**src/rtl/data_sync_pkg.sv**
```systemverilog
// Shared types and constants for the multi-channel bus synchroniser.
package data_sync_pkg;

  typedef enum logic {
    SYNC_LEVEL  = 1'b0,
    SYNC_TOGGLE = 1'b1
  } sync_mode_e;

  localparam int                 OVF_CNT_W   = 8;
  localparam logic [OVF_CNT_W-1:0] OVF_CNT_MAX = 8'd255;

endpackage

```
**src/rtl/data_sync_ch.sv**
```systemverilog
// One synchroniser channel: enable flop chain, event detector, capture with
// valid/ready hold, sticky overflow. Optional drop counter under DATA_SYNC_OVF_CNT_EN.
module data_sync_ch
  import data_sync_pkg::*;
#(
  parameter int         BUS_WIDTH  = 8,
  parameter int         NUM_STAGES = 2,
  parameter sync_mode_e MODE       = SYNC_LEVEL
) (
  input  logic                 CLK,
  input  logic                 RST,
  input  logic [BUS_WIDTH-1:0] unsync_bus,
  input  logic                 bus_enable,
  input  logic                 sync_ready,
  input  logic                 ovf_clr,
  output logic [BUS_WIDTH-1:0] sync_bus,
  output logic                 enable_pulse,
  output logic                 sync_valid,
`ifdef DATA_SYNC_OVF_CNT_EN
  output logic                 overflow,
  output logic [OVF_CNT_W-1:0] ovf_count
`else
  output logic                 overflow
`endif
);

  logic [NUM_STAGES-1:0] sq;
  logic                  prev;
  logic                  sq_last;
  logic                  evt;
  logic                  load;
  logic                  drop;

  assign sq_last = sq[NUM_STAGES-1];

  // Event detect on the synchronised enable, then decide load vs. drop
  always_comb begin
    evt  = 1'b0;
    load = 1'b0;
    drop = 1'b0;
    if (MODE == SYNC_TOGGLE) evt = sq_last ^ prev;
    else                     evt = sq_last & ~prev;
    load = evt & (~sync_valid | sync_ready);
    drop = evt & sync_valid & ~sync_ready;
  end

  always_ff @(posedge CLK) begin
    if (RST) begin
      sq           <= '0;
      prev         <= 1'b0;
      sync_bus     <= '0;
      enable_pulse <= 1'b0;
      sync_valid   <= 1'b0;
      overflow     <= 1'b0;
    end else begin
      sq           <= {sq[NUM_STAGES-2:0], bus_enable};
      prev         <= sq_last;
      enable_pulse <= load;
      if (load) begin
        sync_bus   <= unsync_bus;
        sync_valid <= 1'b1;
      end else if (sync_ready) begin
        sync_valid <= 1'b0;
      end
      // A drop in the same cycle as a clear keeps the flag set
      overflow <= drop | (overflow & ~ovf_clr);
    end
  end

`ifdef DATA_SYNC_OVF_CNT_EN
  function automatic logic [OVF_CNT_W-1:0] cnt_next(
    input logic [OVF_CNT_W-1:0] cnt,
    input logic                 inc,
    input logic                 clr
  );
    if (inc) begin
      if (clr)                     return OVF_CNT_W'(1);
      else if (cnt == OVF_CNT_MAX) return cnt;
      else                         return cnt + 1'b1;
    end else if (clr) begin
      return '0;
    end
    return cnt;
  endfunction

  always_ff @(posedge CLK) begin
    if (RST) ovf_count <= '0;
    else     ovf_count <= cnt_next(ovf_count, drop, ovf_clr);
  end
`endif

endmodule

```
**src/rtl/data_sync_mc.sv**
```systemverilog
// Multi-channel bus synchroniser for the destination clock domain.
// Define DATA_SYNC_OVF_CNT_EN to add the per-channel saturating ovf_count output.
module data_sync_mc
  import data_sync_pkg::*;
#(
  parameter int         NUM_CH     = 4,
  parameter int         BUS_WIDTH  = 8,
  parameter int         NUM_STAGES = 2,
  parameter sync_mode_e MODE       = SYNC_LEVEL
) (
  input  logic                        CLK,
  input  logic                        RST,
  input  logic [NUM_CH*BUS_WIDTH-1:0] unsync_bus,
  input  logic [NUM_CH-1:0]           bus_enable,
  input  logic [NUM_CH-1:0]           sync_ready,
  input  logic [NUM_CH-1:0]           ovf_clr,
  output logic [NUM_CH*BUS_WIDTH-1:0] sync_bus,
  output logic [NUM_CH-1:0]           enable_pulse,
  output logic [NUM_CH-1:0]           sync_valid,
`ifdef DATA_SYNC_OVF_CNT_EN
  output logic [NUM_CH-1:0]           overflow,
  output logic [NUM_CH*OVF_CNT_W-1:0] ovf_count
`else
  output logic [NUM_CH-1:0]           overflow
`endif
);

  // A single flop cannot resolve metastability, so refuse to build one
  if (NUM_STAGES < 2) begin : g_bad_stages
    $error("data_sync_mc: NUM_STAGES must be >= 2");
  end

  for (genvar c = 0; c < NUM_CH; c++) begin : g_ch
    data_sync_ch #(
      .BUS_WIDTH (BUS_WIDTH),
      .NUM_STAGES(NUM_STAGES),
      .MODE      (MODE)
    ) u_ch (
      .CLK         (CLK),
      .RST         (RST),
      .unsync_bus  (unsync_bus[c*BUS_WIDTH +: BUS_WIDTH]),
      .bus_enable  (bus_enable[c]),
      .sync_ready  (sync_ready[c]),
      .ovf_clr     (ovf_clr[c]),
      .sync_bus    (sync_bus[c*BUS_WIDTH +: BUS_WIDTH]),
      .enable_pulse(enable_pulse[c]),
      .sync_valid  (sync_valid[c]),
`ifdef DATA_SYNC_OVF_CNT_EN
      .overflow    (overflow[c]),
      .ovf_count   (ovf_count[c*OVF_CNT_W +: OVF_CNT_W])
`else
      .overflow    (overflow[c])
`endif
    );
  end

endmodule

```
**config.mk**
```make
export PLATFORM = sky130hd
export DESIGN_NAME = data_sync_mc
export DESIGN_NICKNAME = d
export VERILOG_FILES = /design/src/rtl/data_sync_pkg.sv /design/src/rtl/data_sync_ch.sv /design/src/rtl/data_sync_mc.sv
export SDC_FILE = /design/constraint.sdc
export NUM_CORES = 1
export LEC_CHECK = 0
export ABC_AREA = 1
export CORE_UTILIZATION = 40
export CTS_BUF_LIST = sky130_fd_sc_hd__clkbuf_4 sky130_fd_sc_hd__clkbuf_8
export DETAILED_ROUTE_END_ITERATION = 10
export GPL_TIMING_DRIVEN = 0
export PLACE_DENSITY = 0.73
export SLEW_MARGIN = 15
export SYNTH_ARGS = -nofsm -noshare
export SYNTH_HDL_FRONTEND = slang
export SYNTH_SLANG_ARGS = --single-unit
```
**constraint.sdc**
```tcl
create_clock -name CLK -period 1.2 [get_ports CLK]
set_input_delay 0.3 -clock CLK [delete_from_list [all_inputs] [get_ports CLK]]
set_output_delay 0.3 -clock CLK [all_outputs]
set_load 0.05 [all_outputs]
```
==> results.json, run 1 <==
{
  "endpoint_kind": "output port",
  "path_clk_slew_ns": 0.09,
  "fp.dieH_um": 79.3,
  "status": "finished, violations left",
  "drtAntennaViolNets": 0,
  "powerDensity_nw_per_um2": 1120,
  "fin_ws_ns": -0.00613,
  "ys_top_cells_by_area": "dfxtp_1, inv_1, nor2_1, a21oi_1, nand3_1",
  "synthAdderAreaFrac_pct": 0,
  "holdWs_ns": 0.256,
  "root_buffer": "clkbuf_8",
  "row_count": 27,
  "n_antenna_cell": 0,
  "critPathRequiredTime_ns": 0.90,
  "wirelength_um": 5240,
  "grtUsageTotal_pct": 17.4,
  "final_max_slew_viol_count": 0,
  "fp.dieW_um": 79.3,
  "drt_first_iter_violations": 52,
  "fin_area_um2": 3470,
  "min_path_type": "input pin to register",
  "avgSynthCellArea_um2": 7.69,
  "num-nets-final": 446,
  "fill_cells": 544,
  "total_power_mw": 3.87,
  "grt_pass1_wl_um": 8610,
  "yosysWarnings": 0,
  "syn_area_um2": 2390,
  "p_leak_nw": 1.67,
  "fmax_mhz": 829,
  "synth_xor_area_share_pct": 0,
  "ys_ff_latch": 56,
  "place_ws_ns": -0.325,
  "synthMuxAreaShare_pct": 0,
  "syn_nets": 357,
  "drcViolationCount": 0,
  "area_growth_pct": 44.9,
  "peakVddDrop_v": 0.000619,
  "dr.pass1.iters": 4,
  "gr-total-overflow": 0,
  "synth_cell_types": 14,
  "cts_tree": "done",
  "rsz0062_at_grt": "true",
  "port_buffers": 88,
  "cap_violations": 0,
  "crit_type": "register to output port",
  "synth-compound-area-share_pct": 9.62,
  "fin_crit_ns": 1.21,
  "fin_crit_sh_pct": 101,
  "gp_congestion": 0.775,
  "dieArea_um2": 6290,
  "insertion_delay_ns": 0.30,
  "start_kind": "register",
  "num_vias": 2134,
  "start_util_pct": 42.4,
  "post_dp_cell_area_um2": 3360,
  "io-pin-count": 90,
  "place_hpwl_um": 3750,
  "arrival_ns": 0.91,
  "wl_per_cell_um": 11.1,
  "fin_skew_ns": 0.00526,
  "htreeDepth": 2,
  "drive_above_1_share_pct": 26.9,
  "netlist_instances": 311,
  "cp_max_fo": 2,
  "clockBufferDepth": 2,
  "synth_seq_area_share_pct": 46.9,
  "via_per_inst": 4.51,
  "numClockSinks": 56,
  "synth_area_leader_cell": "dfxtp_1",
  "core_area_um2": 5640,
  "slew_headroom_pct": 83.9,
  "cts_buffers": 5,
  "antenna_found_initial": 0,
  "post_synth_and_or_nand_nor_area_fraction_pct": 25.9,
  "synth_top_area_share_pct": 46.9,
  "grt_start_max_net_pins": 17,
  "synth_top_family_by_area": "simple AND/OR/NAND/NOR gates",
  "postLayoutCoreUtil_pct": 61.5,
  "finalSetupViolations": 1,
  "grt_pass1_vias": 1915,
  "hold_viol": 0,
  "violations": "setup timing",
  "tightest_slew_ns": 0.242
}
registers in the layout, summed over array words and instances (netlist names):
signal                  count
g_ch.u_ch.enable_pulse      4
g_ch.u_ch.overflow          4
g_ch.u_ch.prev              4
g_ch.u_ch.sync_valid        4
g_ch.u_ch.sq                8
g_ch.u_ch.sync_bus         32
cell type report:
| class | count | area [um2] | share of cell area, % |
|---|---|---|---|
| Inverter | 57 | 214 | 6.17 |
| Sequential cell | 56 | 1130 | 32.7 |
| Buffer | 18 | 154 | 4.44 |
| Clock inverter | 1 | 7.51 | 0.217 |
| Timing Repair Buffer | 90 | 921 | 26.6 |
| Tap cell | 72 | 90.1 | 2.60 |
| Multi-Input combinational cell | 172 | 856 | 24.7 |
| Clock buffer | 7 | 90.1 | 2.60 |
what timing repair did:
action | 4_1_cts | 5_1_grt
cloned | 0 | 0
setup endpoints to repair | 44 | 21
gates resized for setup | 287 | 27
buffers inserted | 2 | 0
hold buffers | 0 | 0
pin swaps | 0 | 0
path summary, 6_finish.rpt:
kind / depth (start not counted) / slack, ns / endpoint / startpoint
worst max-delay path: 2 / -0.006 / sync_valid[0] / g_ch[0].u_ch.sync_valid$_SDFFE_PP0P_
worst min-delay path: 2 / 0.26 / g_ch[0].u_ch.sync_valid$_SDFFE_PP0P_ / RST
worst max register to register: 5 / 0.07 / g_ch[1].u_ch.sync_bus[4]$_SDFFE_PP0P_ / g_ch[1].u_ch.sync_valid$_SDFFE_PP0P_
worst min register to register: 2 / 0.41 / g_ch[2].u_ch.sq[1]$_SDFF_PP0_ / g_ch[2].u_ch.sq[0]$_SDFF_PP0_
worst max-delay path: stages, from the launching register on:
cell and delay, ns:
dfxtp_2 0.37, buf_6 0.10, buf_8 0.13
per-layer routing:
| metal | wire length (um) | GRT usage (%) | up-vias |
|---|---|---|---|
| li1 | - | - | 1111 |
| met1 | 2360 | 21.1 | 943 |
| met2 | 2460 | 29.2 | 70 |
| met3 | 318 | 4.83 | 10 |
| met4 | 98 | 6.55 | 0 |
| met5 | 0 | 0 | - |
cell families after synthesis:
family | after synthesis
AND/OR/NAND/NOR | 132
buffers and inverters | 83
flip-flops | 56
AO/OA/AOI/OAI | 40
cells in the final DEF (no fill, tap or decap), types with 3 or more instances in the layout:
| cell type | count |
|---|---|
| buf_4 | 29 |
| nor2_8 | 4 |
| nor2_1 | 48 |
| nand2_1 | 40 |
| nand3_1 | 32 |
| nand2_2 | 7 |
| inv_1 | 52 |
| buf_2 | 3 |
| buf_8 | 11 |
| clkdlybuf4s50_1 | 44 |
| a21oi_1 | 32 |
| buf_6 | 21 |
| clkbuf_8 | 6 |
| a21oi_2 | 8 |
| dfxtp_1 | 45 |
| inv_2 | 5 |
| dfxtp_2 | 11 |
through the flow:
stage | std cells | setup TNS, ns
finish | 473 | -0.00613
global route | 473 | -0.0594
floorplan | 311 | 0
CTS | 477 | -0.0303
global placement | 471 | -18.96
detailed placement | 471 | -19.52
synthesized netlist by cell type, drive strengths merged:
cell type,count
dfxtp,56
nand3,32
buf,26
nor2,52
nand2,48
inv,57
a21oi,40
report_power, final:
part / switching [mW] / total, mW / internal [mW]
sequential: 0.0503 / 1.99 / 1.94
combinational: 0.451 / 0.802 / 0.351
clock: 0.581 / 1.07 / 0.493
(Power assumes the default switching activity.)
==> run 2: changes to the inputs <==
SYNTH_HIERARCHICAL = 1   (was default)
==> run 2 against run 1 <==
  * The flow now finishes without violations
  * Total power is 3.7% lower
  * Clock power shrank 9%
  * Area after synthesis down 2.7%
  * Worst setup slack better by 0.041 ns
  * Hold slack improved by 0.15 ns
  * Combinational power fell by 4.7%
  * Via count decreased by 3.9%
  * Clock-buffer cell count decreased by 1
  * Synthesized cell count fell by 4.8%
  * First-iteration DRC count fell by 5.8%
  * Critical path type unchanged
  * Largest cell class unchanged
  * Largest power group unchanged
  * Highest routed layer unchanged
==> results.json, run 2 <==
{
  "antenna_found_initial": 0,
  "wirelength_um": 4680,
  "total_power_mw": 3.72,
  "wl_per_cell_um": 10.1,
  "gr-total-overflow": 0,
  "numClockSinks": 56,
  "start_util_pct": 42.0,
  "area_growth_pct": 42.6,
  "root_buffer": "clkbuf_8",
  "place_hpwl_um": 3260,
  "drive_above_1_share_pct": 24.7,
  "slowest_delay_ns": 0.31,
  "final_max_slew_viol_count": 0,
  "avgSynthCellArea_um2": 7.86,
  "reg2reg_depth": 4,
  "synth_edf_count": 0,
  "p_int_mw": 2.68,
  "start_kind": "register",
  "path_clk_slew_ns": 0.09,
  "slew_headroom_pct": 62.0,
  "postLayoutCoreUtil_pct": 59.9,
  "peakVddDrop_v": 0.000734,
  "ys.flop_type": "dfxtp_1",
  "synth_common_cells": "dfxtp_1, inv_1, nor2_1",
  "reg2reg_to": "g_ch[1].u_ch/sync_bus[0]$_SDFFE_PP0P_",
  "power.switching_mw": 1.04,
  "fill_cells": 558,
  "port_buffers": 89,
  "crit_type": "register to output port",
  "place_ws_ns": -1.09,
  "synth_seq_area_share_pct": 48.2,
  "grt_pass1_wl_um": 7940,
  "p_leak_nw": 1.61,
  "fin_ws_ns": 0.0348,
  "cts_hold_buf": 0,
  "fmax_mhz": 858,
  "reg_top3": "g_ch.u_ch/sync_bus: 32 flops, g_ch.u_ch/sq: 8 flops",
  "min_to": "g_ch[3].u_ch/sq[1]$_SDFF_PP0_",
  "place.detailed.instances": 457,
  "drtAntennaViolNets": 0,
  "r2r_start": "g_ch[1].u_ch/sync_valid$_SDFFE_PP0P_",
  "final_common_cell": "inv_1",
  "largest_reg_flops": 32,
  "netlist_instances": 296,
  "dieArea_um2": 6130,
  "cts_buffers": 5,
  "r2r_slack_ns": 0.19,
  "endpoint_kind": "output port",
  "holdPathStages": 2,
  "p_comb_share_pct": 20.5,
  "rsz0062_at_grt": "false",
  "num_vias": 2050,
  "top_register": "g_ch.u_ch/sync_bus",
  "core_area_um2": 5540,
  "via_per_inst": 4.42,
  "io-pin-count": 90,
  "synth_top_area_share_pct": 48.2,
  "cap_violations": 0,
  "arrival_ns": 0.87,
  "htreeDepth": 2,
  "synth_area_leader_cell": "dfxtp_1",
  "ys_ff_latch": 56,
  "row_count": 27,
  "swShare_pct": 27.9,
  "synth_cell_types": 12,
  "seqPwrFrac_pct": 53.4,
  "grt_pass1_vias": 1865,
  "syn_nets": 342,
  "powerDensity_nw_per_um2": 1120,
  "synthArstFlopShare_pct": 0,
  "insertion_delay_ns": 0.30,
  "critPathSlowestCell": "dfxtp_1",
  "status": "finished clean",
  "ys_top_cells_by_area": "dfxtp_1, inv_1, nor2_1, nand3_1, a21oi_1",
  "hold_viol": 0,
  "drt_first_iter_violations": 49,
  "power_frac_clock_pct": 26.1,
  "dr.pass1.iters": 4,
  "grtUsageTotal_pct": 16.3,
  "tightest_slew_ns": 0.570,
  "yosysWarnings": 6,
  "worst-path-buf-inv": 1,
  "num-nets-final": 438,
  "mostFrequentLayoutCells": "inv_1, dfxtp_1, nor2_1, clkdlybuf4s50_1, nand2_1",
  "fin_cells": 464,
  "fin_crit_ns": 1.17,
  "critPathTopFamily": "flip-flops",
  "fp.dieW_um": 78.3,
  "n_antenna_cell": 0,
  "fp.dieH_um": 78.3,
  "path_cells": "buf_2",
  "critPathRequiredTime_ns": 0.90,
  "min_path_type": "register to register",
  "cp_max_fo": 1,
  "gp_congestion": 0.711,
  "cts_tree": "done",
  "syn_area_um2": 2330,
  "min_from": "g_ch[3].u_ch/sq[0]$_SDFF_PP0_",
  "fin_skew_ns": 0.00340,
  "clockBufferDepth": 2,
  "grt_start_max_net_pins": 29,
  "finalSetupViolations": 0,
  "fin_crit_sh_pct": 97.1,
  "drcViolationCount": 0
}
## run 2: per-stage QoR
stage | setup TNS [ns] | cell area [um2] | hold WS [ns]
floorplan | 0 | 2330 | 0.355
global placement | -58.62 | 3310 | 0.391
detailed placement | -58.42 | 3310 | 0.395
CTS | 0 | 3270 | 0.408
global route | 0 | 3320 | 0.426
finish | 0 | 3320 | 0.405
## run 2: worst max-delay path by stage
stage               slack [ns]  depth (start not counted)                                     to                                  start
floorplan                 0.09                          4  g_ch[0].u_ch/sync_bus[0]$_SDFFE_PP0P_   g_ch[0].u_ch/sync_valid$_SDFFE_PP0P_
global placement         -1.09                          4  g_ch[1].u_ch/sync_bus[4]$_SDFFE_PP0P_                                    RST
detailed placement       -1.09                          4  g_ch[2].u_ch/sync_bus[2]$_SDFFE_PP0P_                                    RST
CTS                       0.01                          1                           sync_bus[25]  g_ch[3].u_ch/sync_bus[1]$_SDFFE_PP0P_
global route             0.002                          1                        enable_pulse[1]   g_ch[1].u_ch/enable_pulse$_SDFF_PP0_
finish                    0.03                          1                        enable_pulse[1]   g_ch[1].u_ch/enable_pulse$_SDFF_PP0_
## run 2: repair_timing
item,in CTS,in global routing
resized for setup,264,16
setup buffers,0,0
endpoints found under the setup margin,100,46
hold endpoints to repair,0,0
## run 2: layout make-up
class | count | area (um2) | share of cell area, %
Clock buffer | 6 | 76.3 | 2.30
Timing Repair Buffer | 89 | 815 | 24.5
Sequential cell | 56 | 1130 | 34.0
Buffer | 8 | 105 | 3.17
Inverter | 60 | 225 | 6.78
Multi-Input combinational cell | 172 | 876 | 26.4
Tap cell | 72 | 90.1 | 2.71
Clock inverter | 1 | 5.00 | 0.151
## run 2: kinds of logic (layout without fill, tap and decap cells)
kind of cell	after synthesis	in the layout	share of synthesized area (%)
flops	56	56	48.2
buf+inv	68	164	14.2
simple gates	132	132	27.1
compound gates	40	40	10.5
## run 2: power groups by stage
stage / clock [mW] / combinational (mW) / sequential [mW]
after floorplan: 0 / 0.235 / 2.25
after detailed placement: 0 / 0.785 / 2.03
after CTS: 1.02 / 0.762 / 1.98
after global routing: 1.10 / 0.826 / 2.00
final: 0.972 / 0.764 / 1.99
after global placement: 0 / 0.779 / 2.03
## run 2: per-layer routing
metal	vias to the layer above	share of wire (%)	track usage (%)
met5	-	0	0
met2	56	48	28.2
met1	897	45	19.2
li1	1089	-	-
met3	8	5.0	3.26
met4	0	1.9	7.78
